**src/rtl/timer_bank_if.sv**
```systemverilog
// Control/status bundle for timer_bank: per-channel strobes and values in,
// counts and expiry status out.
interface timer_bank_if #(
    parameter int unsigned WIDTH    = 8,
    parameter int unsigned CHANNELS = 4
);
    logic [CHANNELS-1:0]       enable;
    logic [CHANNELS-1:0]       load;
    logic [CHANNELS-1:0]       periodic;
    logic [CHANNELS*WIDTH-1:0] load_value;
    logic [CHANNELS-1:0]       clear;
    logic [CHANNELS*WIDTH-1:0] count;
    logic [CHANNELS-1:0]       last;
    logic [CHANNELS-1:0]       expire;
    logic [CHANNELS-1:0]       pending;
    logic                      irq;

    modport master (
        output enable, load, periodic, load_value, clear,
        input  count, last, expire, pending, irq
    );

    modport slave (
        input  enable, load, periodic, load_value, clear,
        output count, last, expire, pending, irq
    );
endinterface

```
**src/rtl/timer_bank.sv**
```systemverilog
// Bank of independent down-counters with one-shot / auto-reload modes,
// registered expiry pulses, sticky pending flags and a combined interrupt.
module timer_bank #(
    parameter int unsigned WIDTH    = 8,
    parameter int unsigned CHANNELS = 4
) (
    input  logic         clk,
    input  logic         rst_n,
    timer_bank_if.slave  bus
);

    logic [WIDTH-1:0]    r_count     [CHANNELS];
    logic [WIDTH-1:0]    r_reload    [CHANNELS];
    logic [WIDTH-1:0]    w_count_nxt [CHANNELS];
    logic [WIDTH-1:0]    w_reload_nxt[CHANNELS];
    logic [CHANNELS-1:0] r_expire;
    logic [CHANNELS-1:0] r_pending;
    logic [CHANNELS-1:0] w_expire_nxt;
    logic [CHANNELS-1:0] w_pending_nxt;

    // Next-state: load beats counting and swallows any expiry due that edge.
    always_comb begin
        w_expire_nxt = '0;
        for (int unsigned i = 0; i < CHANNELS; i++) begin
            w_count_nxt[i]  = r_count[i];
            w_reload_nxt[i] = r_reload[i];
            if (bus.load[i]) begin
                w_count_nxt[i]  = bus.load_value[i*WIDTH +: WIDTH];
                w_reload_nxt[i] = bus.load_value[i*WIDTH +: WIDTH];
            end else if (bus.enable[i] && (r_count[i] == WIDTH'(1))) begin
                w_count_nxt[i]  = bus.periodic[i] ? r_reload[i] : '0;
                w_expire_nxt[i] = 1'b1;
            end else if (bus.enable[i] && (r_count[i] > WIDTH'(1))) begin
                w_count_nxt[i]  = r_count[i] - WIDTH'(1);
            end
        end
        // A new expiry wins over a coincident clear.
        w_pending_nxt = w_expire_nxt | (r_pending & ~bus.clear);
    end

    always_ff @(posedge clk or negedge rst_n) begin
        if (!rst_n) begin
            for (int unsigned i = 0; i < CHANNELS; i++) begin
                r_count[i]  <= '0;
                r_reload[i] <= '0;
            end
            r_expire  <= '0;
            r_pending <= '0;
        end else begin
            for (int unsigned i = 0; i < CHANNELS; i++) begin
                r_count[i]  <= w_count_nxt[i];
                r_reload[i] <= w_reload_nxt[i];
            end
            r_expire  <= w_expire_nxt;
            r_pending <= w_pending_nxt;
        end
    end

    for (genvar g = 0; g < CHANNELS; g++) begin : g_out
        assign bus.count[g*WIDTH +: WIDTH] = r_count[g];
        assign bus.last[g] = bus.enable[g] & (r_count[g] <= WIDTH'(1));
    end

    assign bus.expire  = r_expire;
    assign bus.pending = r_pending;
    assign bus.irq     = |r_pending;

endmodule

```
**src/flat_wrapper.sv**
```systemverilog
// flat-port wrapper written by rule: the top's interface ports become plain ports
module timer_bank_flat 
#(
    parameter int unsigned WIDTH    = 8,
    parameter int unsigned CHANNELS = 4
)
  (clk, rst_n, bus_enable, bus_load, bus_periodic, bus_load_value, bus_clear, bus_count, bus_last, bus_expire, bus_pending, bus_irq);
  timer_bank_if #(.WIDTH(WIDTH), .CHANNELS(CHANNELS)) bus_i ();
  input  logic clk;
  input  logic rst_n;
  input wire logic [$bits(bus_i.enable)-1:0] bus_enable;
  input wire logic [$bits(bus_i.load)-1:0] bus_load;
  input wire logic [$bits(bus_i.periodic)-1:0] bus_periodic;
  input wire logic [$bits(bus_i.load_value)-1:0] bus_load_value;
  input wire logic [$bits(bus_i.clear)-1:0] bus_clear;
  output wire logic [$bits(bus_i.count)-1:0] bus_count;
  output wire logic [$bits(bus_i.last)-1:0] bus_last;
  output wire logic [$bits(bus_i.expire)-1:0] bus_expire;
  output wire logic [$bits(bus_i.pending)-1:0] bus_pending;
  output wire logic [$bits(bus_i.irq)-1:0] bus_irq;
  assign bus_i.enable = bus_enable;
  assign bus_i.load = bus_load;
  assign bus_i.periodic = bus_periodic;
  assign bus_i.load_value = bus_load_value;
  assign bus_i.clear = bus_clear;
  assign bus_count = bus_i.count;
  assign bus_last = bus_i.last;
  assign bus_expire = bus_i.expire;
  assign bus_pending = bus_i.pending;
  assign bus_irq = bus_i.irq;
  timer_bank #(.WIDTH(WIDTH), .CHANNELS(CHANNELS)) u_core (.clk(clk), .rst_n(rst_n), .bus(bus_i));
endmodule
```
**config.mk**
```make
export PLATFORM = sky130hd
export DESIGN_NAME = timer_bank_flat
export DESIGN_NICKNAME = d
export VERILOG_FILES = /design/src/rtl/timer_bank_if.sv /design/src/rtl/timer_bank.sv /design/src/flat_wrapper.sv
export SDC_FILE = /design/constraint.sdc
export NUM_CORES = 1
export LEC_CHECK = 0
export ABC_AREA = 1
export BUFFER_PORTS_ARGS = -buffer_cell sky130_fd_sc_hd__buf_2
export CAP_MARGIN = 20
export CORE_AREA = 8 8 127 129
export CTS_CLUSTER_SIZE = 16
export DETAILED_ROUTE_END_ITERATION = 6
export DIE_AREA = 0 0 135 137
export PLACE_DENSITY = 0.49
export SYNTH_ARGS = -nofsm -noshare
export SYNTH_HDL_FRONTEND = slang
export SYNTH_SLANG_ARGS = --single-unit
```
**constraint.sdc**
```tcl
create_clock -name clk -period 1.8 [get_ports clk]
set_input_delay 0.18 -clock clk [delete_from_list [all_inputs] [get_ports clk]]
set_output_delay 0.18 -clock clk [all_outputs]
set_load 0.005 [all_outputs]
```
==> key figures <==
Synth
  • Number of synthesized flops with an enable pin: 0
  • Post-synthesis cell type count: 38
  • Avg Cell Area, Syn: 7.28 um^2
  • Mapped cell area: 4180 um^2
  • Post-synthesis sequential area ratio: 43.1%
  • Post-synthesis async set-or-reset flop share: 100%
  • Dominant synthesized flop cell: dfrtp_1
  • Yosys warning total: 0
  • Yosys reg bits: 72
  • Syn Inst Count: 574
  • Synthesized Nets: 632

Layout
  • Layout cells sized above 1: 23.8%
  • Final Instance Area: 5180 um^2
  • Final Non-Filler Cells: 861
  • Fill count: 1570
  • Ant. Diodes: 0
  • NumNets Final: roughly 730
  • Finished Core Util: 36.5%
  • Synthesis-to-finish area growth: 24.0%

Global routing
  • Vias in the first global route: 3944
  • Initial antenna violation count: 1
  • GRT overflow: 0
  • GRT Util Overall: 12.7%
  • Pin count of the biggest net entering global routing: 38
  • Global-route wire length before repair: 19.0 mm

Floorplanning
  • FP Rows: 44
  • Die footprint: 18500 um^2
  • Core ar.: 14200 um^2
  • Die W: 135 um
  • Top-Level Pins: 95
  • Die Y: 137 um
  • Starting Density: between 20% and 30%

Setup path
  • Data arrival, critical path: ~1500 ps
  • Crit path max fanout: 3
  • Crit start category: register
  • Critical Path RT: 1620 ps
  • Reg2reg path depth: 9
  • Worst Setup End Kind: output port
  • Critical path class: reg2out

Min path
  • Type of the tightest min-delay check: in2reg
  • WHS Path Cells: 2

STA
  • Actual slew at the worst max-slew pin: 518 ps
  • Final period utilization: 95.1%
  • Fmax achieved: about 600 MHz
  • Clock skew: 7.72 ps
  • Final hold vios: 0
  • Final WS setup: 88.7 ps
  • Max Slew Vio Count: 0
  • Hold WS: 28.1 ps
  • Relative slew slack: 65.4%
  • Fin crit period: 1710 ps
  • Final Setup Violations: 0

Power and ir drop
  • Static Leakage: 2.83 nW
  • Worst ir drop on vdd: 0.389 mV
  • P per Cell Area: 1010 nW/um^2

Placement
  • Pre-CTS setup slack: between 10 and 15 ps
  • Placed Cells: 843
  • DP HPWL: 8.72 mm
  • Final GP Congestion: 0.851
  • Dpl cell area: just under 5000 um^2
  • Number of port buffers: 94

Clocking
  • CTS sink cnt: 72
  • Worst-Skew Late Latency: 340 ps
  • Clock buffer depth: 2
  • CTS Buf Count: 9
  • H-tree depth: 3
  • Worst-path clk slew: 60 ps
  • Clock root buffer: clkbuf_16
  • CTS tree: yes

Drt
  • Post-route ant nets: 0
  • Pre-antenna DRT Iters: 4
  • DR vias/cell: 4.56
  • DR iter-0 viols: approximately 210
  • DR WL/cell: 13.2 um
  • DRC: 0
  • Drt total wl: 11.4 mm
  • Via count: 3924

Status
  • Run status: complete, no violations

Job
  • Max Cap Viol: 0
==> critical path, cell delays in order (launching register included) <==
cell and delay (ps):
dfrtp_1 400, buf_4 150, ha_1 200, nand2_2 130, o21ai_2 80, nand3_2 90
nor2_2 40, buf_2 120
==> per-stage QoR <==
step           TNS (ps)  total power, mW
6_report              0             5.24
5_1_grt           -7.28             5.66
4_1_cts               0             5.26
3_5_place_dp          0             3.65
3_3_place_gp          0             3.64
2_1_floorplan         0             3.09
==> synthesized netlist by cell type, drive strengths merged (3+ instances only) <==
master	n	area (um^2)
nand3	46	245
nand2	239	938
o211ai	3	22.5
o21ai	21	109
dfrtp	72	1800
o22ai	4	25.0
nor2	70	349
clkbuf	4	15.0
xor2	7	61.3
nand4	22	138
inv	51	196
ha	8	100
buf	11	66.3
==> per-layer routing <==
metal / wire length [um] / vias to the layer above / GRT usage [%] / part of all wire (%)
met3: 525 / 16 / 2.86 / 4.6
met1: 5370 / 1815 / 16.1 / 47
met4: 234 / 2 / 6.17 / 2.1
met2: 5250 / 65 / 20.0 / 46
li1: - / 2026 / - / -
met5: 8 / - / 0 / 0.070
==> repair_timing <==
action / 4_1_cts / 5_1_grt
hold buffers: 1 / 0
buffers inserted: 0 / 4
resized for setup: 0 / 16
setup endpoints to repair: 0 / 17
hold endpoints to repair: 35 / 0
==> power breakdown <==
group          switching [mW]  internal (mW)
Clock                   0.659          0.905
Sequential              0.251           1.85
Combinational           0.931          0.646
Total                    1.84           3.40
==> registers in the layout, indices dropped and copies added, names as in the netlist <==
signal and cells:
u_core.bus.expire 4, u_core.r_reload 32, u_core.bus.count 32, u_core.bus.pending 4
==> final timing paths <==
check                                     startpoint                    end  slack [ps]
worst min register to register   u_core.r_reload[25]    u_core.r_reload[25]         470
max in group asynchronous                      rst_n    u_core.r_reload[15]         880
worst max register to register  u_core.bus.count[24]   u_core.bus.count[27]         160
min in group asynchronous                      rst_n   u_core.bus.count[11]         360
worst min-delay path                    bus_clear[1]  u_core.bus.pending[1]          30
worst max-delay path            u_core.bus.count[24]            bus_last[3]          90
==> placed cells by master (no fill, tap or decap), types with 2 or more instances in the layout <==
master,n
nor3b_1,2
clkbuf_16,9
buf_2,93
ha_1,5
nand4_1,22
o21ai_0,13
dfrtp_1,72
inv_1,39
a21oi_1,2
nand3_1,42
o21a_1,2
buf_4,10
o21ai_2,2
xnor2_1,2
o211ai_1,3
nor2_2,5
clkbuf_1,2
o22ai_1,4
nor2_4,8
xor2_1,7
nand2_2,8
ha_2,2
nand2_1,228
nor2_1,56
clkinv_2,2
inv_2,11
nand3_2,4
nand2_4,2
o21ai_1,6
nand3b_1,2
==> cell type report <==
type	count	area, um^2	share of cell area [%]
timing repair buffer	105	571	11.0
clock inverter	2	10.0	0.193
inverter	52	200	3.87
clock buffer	11	233	4.49
sequential	72	1800	34.8
tap	184	230	4.45
multi-input combinational	435	2130	41.2
==> kinds of logic after synthesis <==
logic type | count (synthesis) | share of synthesized area [%]
xor gates and xnor gates | 9 | 1.89
adders and majority gates | 8 | 2.40
DFF | 72 | 43.1
buffers and inverters | 67 | 6.74
AOI/OAI and AO/OA | 34 | 4.70
and+or+nand+nor | 384 | 41.1
Power figures use the tool's default switching activity.
